<file path="config.mk">
export PLATFORM = sky130hd
export DESIGN_NAME = signed_div_seq
export DESIGN_NICKNAME = d
export VERILOG_FILES = /design/src/rtl/signed_div_seq.sv
export SDC_FILE = /design/constraint.sdc
export NUM_CORES = 1
export LEC_CHECK = 0
export CORE_ASPECT_RATIO = 0.5
export CORE_MARGIN = 1
export CORE_UTILIZATION = 57
export DETAILED_ROUTE_END_ITERATION = 7
export MAX_ROUTING_LAYER = met4
export PLACE_DENSITY = 0.93
export SYNTH_ARGS = -nofsm -noshare
export SYNTH_HDL_FRONTEND = slang
export SYNTH_SLANG_ARGS = --single-unit
</file>
<file path="constraint.sdc">
create_clock -name clk -period 4.2 [get_ports clk]
set_input_delay 0.42 -clock clk [delete_from_list [all_inputs] [get_ports clk]]
set_output_delay 0.42 -clock clk [all_outputs]
set_load 0.01 [all_outputs]
</file>
<file path="src/rtl/signed_div_seq.sv">
// rtl/signed_div_seq.sv - sequential sign-magnitude restoring divider with start/busy/done handshake
// Magnitudes are divided unsigned over WIDTH steps; signs are applied in a single fix-up cycle.
module signed_div_seq #(
   parameter int WIDTH = 4
) (
   input  logic             clk,
   input  logic             reset,
   input  logic             start,
   input  logic [1:0]       sel,
   input  logic [WIDTH-1:0] A,
   input  logic [WIDTH-1:0] B,
   input  logic             s0,
   input  logic             s1,
   output logic             busy,
   output logic             done,
   output logic [WIDTH:0]   Q,
   output logic [WIDTH:0]   R,
   output logic             dbz
);

   localparam int         CW      = $clog2(WIDTH + 1);
   localparam logic [1:0] SEL_DIV = 2'b10;

   typedef enum logic [1:0] {
      IDLE,
      DIV,
      FIX
   } state_t;

   state_t           state;
   logic [CW-1:0]    cnt;
   logic [WIDTH-1:0] p;
   logic [WIDTH-1:0] d;
   logic [WIDTH-1:0] bm;
   logic             sa;
   logic             sb;
   logic             zflag;

   logic [WIDTH:0]   t;
   logic             ge;
   logic [WIDTH-1:0] diff;
   logic [WIDTH:0]   qmag;
   logic [WIDTH:0]   rmag;

   // When t >= bm the true difference is below bm, so WIDTH bits hold it exactly.
   always_comb begin
      t    = {p, d[WIDTH-1]};
      ge   = (t >= {1'b0, bm});
      diff = t[WIDTH-1:0] - bm;
      qmag = {1'b0, d};
      rmag = {1'b0, p};
   end

   always_ff @(posedge clk or negedge reset) begin
      if (!reset) begin
         state <= IDLE;
         cnt   <= '0;
         p     <= '0;
         d     <= '0;
         bm    <= '0;
         sa    <= 1'b0;
         sb    <= 1'b0;
         zflag <= 1'b0;
         busy  <= 1'b0;
         done  <= 1'b0;
         Q     <= '0;
         R     <= '0;
         dbz   <= 1'b0;
      end else begin
         done <= 1'b0;
         case (state)
            IDLE: begin
               if (start && sel == SEL_DIV) begin
                  d     <= A;
                  bm    <= B;
                  sa    <= s0;
                  sb    <= s1;
                  p     <= '0;
                  cnt   <= CW'(WIDTH);
                  zflag <= (B == '0);
                  busy  <= 1'b1;
                  state <= (B == '0) ? FIX : DIV;
               end
            end
            DIV: begin
               p   <= ge ? diff : t[WIDTH-1:0];
               d   <= {d[WIDTH-2:0], ge};
               cnt <= cnt - CW'(1);
               if (cnt == CW'(1)) begin
                  state <= FIX;
               end
            end
            FIX: begin
               // Truncating division: the remainder follows the dividend's sign.
               if (zflag) begin
                  Q   <= '0;
                  R   <= '0;
                  dbz <= 1'b1;
               end else begin
                  Q   <= (sa ^ sb) ? -qmag : qmag;
                  R   <= sa ? -rmag : rmag;
                  dbz <= 1'b0;
               end
               done  <= 1'b1;
               busy  <= 1'b0;
               state <= IDLE;
            end
            default: begin
               state <= IDLE;
               busy  <= 1'b0;
            end
         endcase
      end
   end

endmodule

</file>
# Word-level counts from Yosys, hierarchy flattened
# Cells that the tools add are included.
# W data, S select, Z words.
totals:
  register_bits: 33
  latchBits: 0
  ramBits: 0
  rom_bits: 0
  output_inout_bits: 13
  memories: 0
op_classes:
  addsub: 4
  multipliers: 0
  div: 0
  order_cmp: 1
  eq_ne: 6
  shift: 0
  mux: 19
  bitwise: 2
  n_reduce_logical: 8
op_table:
  columns: ["op", "n"]
  rows:
  - ["$mux W5", 4]
  - ["$pmux W4 S2", 2]
  - ["$mux W4", 3]
  - ["$neg A4 Y5", 2]
  - ["$reduce_and A2 Y1", 4]
  - ["$mux W2", 3]
  - ["$pmux W3 S2", 1]
  - ["$ge A5 B4 Y1", 1]
  - ["$eq A2 B2 Y1 const B", 2]
  - ["$logic_not A4 Y1", 1]
  - ["$ne A2 B2 Y1 const B", 2]
  - ["$pmux W2 S2", 1]
  - ["$sub A4 B4 Y4", 1]
  - ["$eq A3 B1 Y1 const B", 1]
  - ["$mux W1", 3]
  - ["$mux W3", 1]
  - ["$sub A3 B1 Y3 const B", 1]
  - ["$eq A2 B1 Y1 const B", 1]
  - ["$logic_not A2 Y1", 1]
  - ["$pmux W1 S2", 1]
  - ["$reduce_bool A2 Y1", 1]
  - ["$logic_and A1 B1 Y1", 1]
  - ["$not A1 Y1", 1]
  - ["$xor A1 B1 Y1", 1]

# Depth between registers and ports, before layout
depth:
  ltp_word: 4
  depth_mapped: 7
  depth_no_buf: 7

# Worst setup path before layout
# Ideal clock, no wire load.
synth_timing:
  path_type: "register to register"
  start: "register p[1]"
  end: "register p[0]"
  setup_time_ns: 0.122
  t_arrival_ns: 1.585
  required_time_ns: 4.078
  setup_slack_ns: 2.493
  path_stages_with_launch: 6
  path_buffers: 0
  period_less_slack_ns: 1.707
  path_cell_list: "dfrtp_1 > ha_1 > or2_0 > a211oi_2 > o21ai_1 > a32o_1"
synth_between:
  elab_chain_len: 3
synth_lines:
  columns: ["element", "line", "source"]
  rows:
  - ["start: declaration", "32", "logic [WIDTH-1:0] p;"]
  - ["start signal: assignment", "86", "p <= ge ? diff : t[WIDTH-1:0];"]
  - ["$ge A5 B4 Y1", "48", "ge = (t >= {1'b0, bm});"]
  - ["$mux W4", "86", null]
  - ["$pmux W4 S2", "71", "case (state)"]
# Every way passes these cells.
# A chain may end at the register's enable or synchronous reset.

# Worst setup path after layout
layout_timing:
  start: "register p[2]"
  end: "register p[2]"
# The elaborated chain is that of the path after synthesis.

==> impl_metrics.toml <==
[floorplanning]
start_util_pct = 63.2
die_h_um = 40.9
core_area_mm2 = 0.00273
num_rows = 13
die_w_um = 79.8
dieArea_mm2 = 0.00327
ios = 28

[hold_path]
hp-class = "reg2reg"
hold_depth = 1

[pwr]
p_leak_nw = 0.981
powerDensity_mw_per_mm2 = 821
peakVddDrop_uv = 361
swShare_pct = 40.3
seqPwrFrac_pct = 33.6
p_switching_uw = 700
p_total_mw = 1.74
cell_internal_pwr_mw = 1.04
p_comb_share_pct = 48.4
clkPwrFrac_pct = 18.0

[placement]
port_buffers = 27
gp_congestion = 0.967
dp_hpwl_um = 2580

[detailed_routing]
vias = 1442
drt-initial-drc-count = 82
drt_pass1_iterations = 4
vias_per_cell = 5.86
postRouteAntennaNets = 0
drcViolationCount = 0
routed_wl_um = 3810
avgRoutedWirePerCell_um = 15.5

[logic_synthesis]
syn_avg_cell_area_um2 = 9.49
synthCells = 182
synth_top_area_cell = "dfrtp_1"
yosysSeqAreaShare_pct = 47.8
syn_area_mm2 = 0.00173
synth_area_leaders = "dfrtp_1 (48%), nand2_1 (7.4%), ha_1 (5.8%), o21ai_0 (3.8%), inv_1 (3.0%)"
synth_seq_cells = 33
ys_warn_count = 0
syn_nets = 206
synth_cell_type_count = 42
synth_top_area_share_pct = 47.8

[grt]
grt_pass1_wl_um = 5750
grt-ovfl-total = 0
antenna_found_initial = 0
grt.total_usage_pct = 27.0
grt_max_degree = 34
grt_pass1_vias = 1241

[cells_and_area]
fillers = 178
drive_gt1_share_pct = 6.70
fin_nets = 232
n_antenna_cell = 0
areaGrowthSynthToFinish_pct = 22.6
utilization_pct = 77.5

[critical_path]
cp.required_ps = 4360
worstSetupStartpointType = "flip-flop"
endpoint_kind = "flip-flop"
critPathArrivalTime_ps = 2080
reg2regPathDepth = 5
worst-path-max-fanout = 6
crit_type = "reg2reg"

[clock_tree]
clk_pin_slew_ps = 70
clock_latency_ps = 290
clkSinkCount = 33
cts_setup_buffers = 0
cts_tree = "built"
htree_levels = 2
clock_path_buffers = 2
cts_buffers = 5
clock_tree.root_cell = "clkbuf_8"
hold_buffers = 0
post_cts_resized = 0

[sta]
finalSetupTns_ps = 0
clock-skew-final_ps = 6.01
setup_violations = 0
slew_violations = 0
rsz0062_at_grt = "no"
slew_headroom_pct = 38.3
tightest_slew_ps = 920
period_minus_slack_ps = 1920
hold_ws_ps = 485
fin_crit_sh_pct = 45.8
timing_hold_violations_final = 0
fmax_mhz = 520

[run_status]
status = "completed"

[flow_run]
cap_violations = 0
## cells in the mapped netlist (all sizes together)
cell type,number
a21oi,3
a211o,1
nand3b,2
nand2b,2
o22ai,1
xor2,3
mux2i,2
or4,1
inv,14
mux2,1
or2,2
nor3,4
nand2,34
a21o,2
a31oi,4
nor4,1
nand4,1
nor2b,4
nand3,4
o21ai,15
fa,1
buf,8
and3,1
a211oi,1
ha,8
or3,1
dfrtp,33
nor2,9
o311ai,1
o21a,1
o31ai,6
clkbuf,1
a32o,1
a2111oi,1
o211ai,4
xnor2,4
## cells in the final DEF, fill, tap and decap left out, drive strengths merged, types with 4 or more instances in the layout
cell           count
a31oi              4
nor2b              4
dfrtp             33
nor2               9
clkdlybuf4s50     27
inv               14
xnor2              4
o31ai              6
nand3              4
ha                 8
clkbuf             7
nor3               4
o211ai             4
nand2             34
o21ai             15
## critical path, cell delays in order, from the launching register on
cell     delay (ps)
dfrtp_1         470
ha_1            290
nor4_1          400
o21ai_0         310
a21oi_1         240
o31ai_1          90
## cell families after synthesis
kind of cell             count (synthesis)  synth area share (%)
AO/OA/AOI/OAI                           41                  15.6
XOR/XNOR                                 7                  3.55
adder cells (fa/ha/maj)                  9                  6.96
buffers and inverters                   23                  5.94
flip-flops                              33                  47.8
multiplexers                             3                  1.81
AND/OR/NAND/NOR                         66                  18.3
## power by group through the flow
stage | clock [mW] | sequential, mW | combinational (mW)
2_1_floorplan | 0 | 0.574 | 0.566
3_3_place_gp | 0 | 0.574 | 0.756
3_5_place_dp | 0 | 0.583 | 0.809
4_1_cts | 0.315 | 0.581 | 0.832
5_1_grt | 0.333 | 0.598 | 0.926
6_report | 0.312 | 0.585 | 0.841
## per-layer routing
metal / vias to the layer above / wire, µm / track usage (%)
met5: - / 0 / -
met4: 0 / 114 / 13.4
li1: 676 / - / -
met1: 656 / 1580 / 30.8
met2: 90 / 1750 / 42.5
met3: 20 / 363 / 11.6
## area by class of cell
cell class,count,area [µm²],area share [%]
Timing Repair Buffer,28,278,13.1
Clock buffer,7,86.3,4.08
Tap cell,37,46.3,2.19
Clock inverter,1,30.0,1.42
Multi-Input combinational cell,126,798,37.7
Sequential cell,33,826,39.0
Inverter,14,52.6,2.48
## per-stage QoR
stage	area [µm²]	setup slack, ps	cells
after floorplan	1730	2490	182
after global placement	2000	2170	238
after CTS	2120	2280	246
after global routing	2120	2140	246
after detailed placement	2000	2070	238
final	2120	2280	246
## worst paths after layout
check,endpoint,startpoint,slack [ps]
max,p[2],p[2],2280
min,Q[4],Q[4],480
max reg2reg,p[2],p[2],2280
min reg2reg,Q[4],Q[4],480
max in group asynchronous,Q[1],reset,3370
min in group asynchronous,bm[2],reset,520
## flip-flops by register name, summed over array words and instances, names as in the netlist
register / cells
sb: 1
done: 1
d: 4
Q: 5
zflag: 1
dbz: 1
state: 2
bm: 4
cnt: 3
busy: 1
p: 4
sa: 1
R: 5
No activity file was read; power rests on OpenSTA's default activity.
